[src/rtl/mult8x8_seq_ctrl.sv]
// Sequential 8x8 unsigned multiplier controller that builds the 16-bit product from
// four partial products of an external combinational 4x4 multiplier.
module mult8x8_seq_ctrl (
   input  logic        clk,
   input  logic        reset_a,
   input  logic        start,
   input  logic [7:0]  dataa,
   input  logic [7:0]  datab,
   output logic [3:0]  mult_a,
   output logic [3:0]  mult_b,
   input  logic [7:0]  mult_prod,
   output logic [15:0] product8x8,
   output logic        done_flag,
   output logic        busy
);

   typedef enum logic [2:0] {
      IDLE = 3'd0,
      CYC0 = 3'd1,
      CYC1 = 3'd2,
      CYC2 = 3'd3,
      CYC3 = 3'd4,
      DONE = 3'd5
   } state_t;

   state_t      state_r;
   state_t      state_s;
   logic        load_s;
   logic [7:0]  a_r;
   logic [7:0]  b_r;
   logic [15:0] acc_r;
   logic [15:0] addend_s;
   logic [15:0] sum_s;
   logic [15:0] product_r;
   logic        done_r;
   logic        busy_r;

   // Place a partial product at its nibble weight: lo*lo at 0, cross terms at 4, hi*hi at 8.
   function automatic logic [15:0] align_partial(input state_t st, input logic [7:0] pp);
      logic [15:0] res;
      case (st)
         CYC0:       res = {8'h00, pp};
         CYC1, CYC2: res = {4'h0, pp, 4'h0};
         CYC3:       res = {pp, 8'h00};
         default:    res = 16'h0000;
      endcase
      return res;
   endfunction

   function automatic logic is_busy_state(input state_t st);
      logic res;
      case (st)
         CYC0, CYC1, CYC2, CYC3: res = 1'b1;
         default:                res = 1'b0;
      endcase
      return res;
   endfunction

   // Next-state decode; start is only honoured in IDLE and DONE.
   always_comb begin
      state_s = state_r;
      load_s  = 1'b0;
      case (state_r)
         IDLE: begin
            if (start) begin
               state_s = CYC0;
               load_s  = 1'b1;
            end else begin
               state_s = IDLE;
            end
         end
         CYC0: state_s = CYC1;
         CYC1: state_s = CYC2;
         CYC2: state_s = CYC3;
         CYC3: state_s = DONE;
         DONE: begin
            if (start) begin
               state_s = CYC0;
               load_s  = 1'b1;
            end else begin
               state_s = IDLE;
            end
         end
         default: state_s = IDLE;
      endcase
   end

   // Nibble pair presented to the external multiplier in each compute cycle.
   always_comb begin
      mult_a = 4'h0;
      mult_b = 4'h0;
      case (state_r)
         CYC0: begin
            mult_a = a_r[3:0];
            mult_b = b_r[3:0];
         end
         CYC1: begin
            mult_a = a_r[7:4];
            mult_b = b_r[3:0];
         end
         CYC2: begin
            mult_a = a_r[3:0];
            mult_b = b_r[7:4];
         end
         CYC3: begin
            mult_a = a_r[7:4];
            mult_b = b_r[7:4];
         end
         default: begin
            mult_a = 4'h0;
            mult_b = 4'h0;
         end
      endcase
   end

   assign addend_s = align_partial(state_r, mult_prod);
   assign sum_s    = acc_r + addend_s;

   // State register.
   always_ff @(posedge clk or negedge reset_a) begin
      if (!reset_a) begin
         state_r <= IDLE;
      end else begin
         state_r <= state_s;
      end
   end

   // Operand latches, written only when a start is accepted.
   always_ff @(posedge clk or negedge reset_a) begin
      if (!reset_a) begin
         a_r <= 8'h00;
         b_r <= 8'h00;
      end else if (load_s) begin
         a_r <= dataa;
         b_r <= datab;
      end else begin
         a_r <= a_r;
         b_r <= b_r;
      end
   end

   // Accumulator: cleared on accept, summed in each compute cycle.
   always_ff @(posedge clk or negedge reset_a) begin
      if (!reset_a) begin
         acc_r <= 16'h0000;
      end else if (load_s) begin
         acc_r <= 16'h0000;
      end else if (is_busy_state(state_r)) begin
         acc_r <= sum_s;
      end else begin
         acc_r <= acc_r;
      end
   end

   // Result register keeps the last completed product until the next one finishes.
   always_ff @(posedge clk or negedge reset_a) begin
      if (!reset_a) begin
         product_r <= 16'h0000;
      end else if (state_r == CYC3) begin
         product_r <= sum_s;
      end else begin
         product_r <= product_r;
      end
   end

   // Status flags registered from the next state so they track the state register exactly.
   always_ff @(posedge clk or negedge reset_a) begin
      if (!reset_a) begin
         done_r <= 1'b0;
         busy_r <= 1'b0;
      end else begin
         done_r <= (state_s == DONE);
         busy_r <= is_busy_state(state_s);
      end
   end

   assign product8x8 = product_r;
   assign done_flag  = done_r;
   assign busy       = busy_r;

endmodule

[config.mk]
export PLATFORM = sky130hd
export DESIGN_NAME = mult8x8_seq_ctrl
export DESIGN_NICKNAME = d
export VERILOG_FILES = /design/src/rtl/mult8x8_seq_ctrl.sv
export SDC_FILE = /design/constraint.sdc
export NUM_CORES = 1
export LEC_CHECK = 0
export ABC_CLOCK_PERIOD_IN_PS = 2800
export CAP_MARGIN = 10
export CORE_UTILIZATION = 37
export CTS_BUF_LIST = sky130_fd_sc_hd__clkbuf_16
export CTS_CLUSTER_DIAMETER = 40
export DETAILED_ROUTE_END_ITERATION = 8
export GPL_TIMING_DRIVEN = 0
export PLACE_DENSITY_LB_ADDON = 0.25
export SYNTH_ARGS = -nofsm -noshare
export SYNTH_HDL_FRONTEND = slang
export SYNTH_SLANG_ARGS = --single-unit
[constraint.sdc]
create_clock -name clk -period 2.8 [get_ports clk]
set_input_delay 0.28 -clock clk [delete_from_list [all_inputs] [get_ports clk]]
set_output_delay 0.28 -clock clk [all_outputs]
set_load 0.02 [all_outputs]
==> results.toml <==
[status]
status = "finished, final reports clean"

[route]
post_drt_wl_per_cell_um = 16.3
first_pass_iters = 4
route.antenna.remaining_nets = 0
wl_um = 7960
drt_iter0_markers = 94
vias_per_cell = 5.36
vias = 2608
drc = 0

[min_path]
hold_path.class = "primary input to async pin"

[worst_setup_path]
crit_chain = "buf_4 > nor2b_4 > nor2b_4 > and2_1 > ha_2 > nand3_1 > a211oi_1 > o21ai_1 > a311o_1"
cpMostUsedCell = "nor2b_4"
crit_required_ns = 2.98
worst_setup_path_end_kind = "register"
reg2reg_from = "state_r[0]"
rrSetupSlack_ns = 0.09
path_class = "register to register"
start_kind = "register"
max_stage_delay_ns = 0.43
worstRegToRegCells = 9
worst-endpoint-arrival_ns = 2.89
path_max_fanout = 10
r2r-end = "acc_r[15]"
critical-path-slowest-cell = "a211oi_1"

[cells_and_area]
utilization_pct = 50.7
areaGrowthSynthToFinish_pct = 33.5
final_cell_mix = "dfrtp_1 (51), clkdlybuf4s50_1 (51), nand2_1 (43), nor2_1 (19), a22o_1 (17)"
final_nets = 424
antennaDiodeCount = 0
fillers = 771
drive_gt1_share_pct = 20.4

[logic_synthesis]
yosysSeqAreaShare_pct = 42.7
synth_edf_count = 0
synth-seq-cells = 53
yosys_warnings = 0
netlist_area_sq_mm = 0.00310
async_flop_share_pct = 100
synth_cell_types = 51
netlist_instances = 309
ys.flop_type = "dfrtp_1"
syn-num-nets = 352
syn_area_per_cell_sq_um = 10.0

[global_route]
antenna_found_initial = 0
grt_max_degree = 36
grt_pass1_vias = 2620
grt_pass1_wl_um = 13100
grt_overflow = 0
grt_usage_pct = 19.6

[sta]
fin_crit_sh_pct = 96.7
max_freq_ghz = 0.369
fin_crit_ns = 2.71
hold_viol = 0
clock_skew_ns = 0.00424
setup_viol = 0
fin_worst_hold_slack_ns = 0.469
max-slew-margin-rel_pct = 52.0
maxSlewViolCount = 0
tightestPinTransition_ns = 0.715
finalSetupTns_ns = 0

[place]
port_buffers = 52
place_congestion = 0.897
dpl.hpwl_um = 5810

[clock_network]
cts-root-buf = "clkbuf_16"
clk_pin_slew_worst_paths_ns = 0.07
clk_latency_ns = 0.29
cts_buffers = 5
h-tree-depth = 2
cts_tree = "done"
cts.sinks = 53
clock_path_buffers = 2

[floorplanning]
fp-row-count = 33
start_util_pct = 38.0
fp.dieH_um = 93.6
die-area_sq_mm = 0.00876
die_x_um = 93.6
core_sq_mm = 0.00818
ios = 53

[pwr]
vdd_drop_max_mv = 0.653
power.leakage_nw = 1.84
power_density_mw_per_mm2 = 1200

[flow_run]
cap_viol_max_count = 0
[registers in the layout (all words and copies together), names as in the netlist]
signal	count
busy	1
done_flag	1
b_r	8
acc_r	16
a_r	8
state_r	3
product8x8	16
[where the power goes]
part | switching, mW | internal (mW) | total (mW) | leakage [nW]
Sequential | 0.197 | 1.11 | 1.31 | 0.659
Combinational | 1.64 | 1.40 | 3.04 | 1.11
Clock | 0.280 | 0.333 | 0.613 | 0.0718
[worst max-delay path by stage]
stage	startpoint	end	slack, ns	depth (start not counted)
after floorplan	state_r[1]	acc_r[13]	0.07	11
after global placement	state_r[1]	acc_r[15]	-0.60	11
after detailed placement	state_r[1]	acc_r[15]	-0.57	11
after CTS	state_r[0]	acc_r[10]	0.004	11
after global routing	state_r[0]	acc_r[9]	-0.01	10
final	state_r[0]	acc_r[15]	0.09	9
[cells by family after synthesis]
group | after synthesis | synth area share (%)
and+or+nand+nor | 103 | 16.2
AOI/OAI and AO/OA | 88 | 20.8
DFF | 53 | 42.7
muxes | 21 | 7.62
buffers and inverters | 16 | 2.54
adders and majority gates | 16 | 6.69
xor gates and xnor gates | 12 | 3.39
[cells in the mapped netlist (all sizes together), types with 3 or more instances]
cell,n,area share [%]
nor2,20,2.5
ha,15,6.0
xnor2,7,2.0
xor2,5,1.4
nor2b,6,1.2
nand3,6,0.97
nand4,3,0.60
and3,3,0.60
o21ai,17,2.7
a21oi,18,3.3
o211ai,4,0.97
buf,10,1.8
nor3,3,0.48
a22o,17,4.8
mux2,21,7.6
a32o,3,0.97
nand2,45,5.5
and2,8,1.6
a21o,6,1.5
a31o,3,0.85
a22oi,5,1.2
inv,4,0.48
dfrtp,53,43
[layout make-up]
type / instances / area, sq um / share of cell area [%]
plain buffers: 12 / 87.6 / 2.11
clock buffers: 5 / 125 / 3.02
well taps: 105 / 131 / 3.17
clock inverters: 3 / 21.3 / 0.513
multi-input cells: 240 / 1810 / 43.6
inverters: 4 / 15.0 / 0.362
repair buffers: 65 / 628 / 15.2
flip-flops and latches: 53 / 1330 / 32.1
[repair_timing]
item / in CTS / in global routing
setup endpoints to repair: 21 / 19
hold endpoints to repair: 18 / 0
pin swaps: 10 / 1
buffers inserted: 7 / 4
hold buffers: 1 / 0
resized for setup: 21 / 20
[metal layers]
| layer | up-vias | wire [um] | track usage [%] |
|---|---|---|---|
| met2 | 74 | 3810 | 32.0 |
| li1 | 1276 | - | - |
| met3 | 11 | 315 | 3.33 |
| met4 | 0 | 139 | 7.31 |
| met1 | 1247 | 3700 | 26.0 |
| met5 | - | 0 | 0 |
[through the flow]
step	setup WS [ns]	cells	power, mW	cell area (sq um)
3_3_place_gp	-0.604	466	4.08	3760
4_1_cts	0.00372	483	4.88	4050
5_1_grt	-0.0123	487	5.33	4150
2_1_floorplan	0.0676	309	3.17	3100
6_report	0.0914	487	4.96	4150
3_5_place_dp	-0.571	467	4.10	3770
[worst max-delay path, delay by kind of cell, from the launching register on]
| kind | cells | cell delay (ns) |
|---|---|---|
| compound gates | 3 | 1.03 |
| fa+ha+maj | 1 | 0.38 |
| buf+inv | 1 | 0.17 |
| flops | 1 | 0.40 |
| simple gates | 4 | 0.60 |
Power figures use the tool's default switching activity.
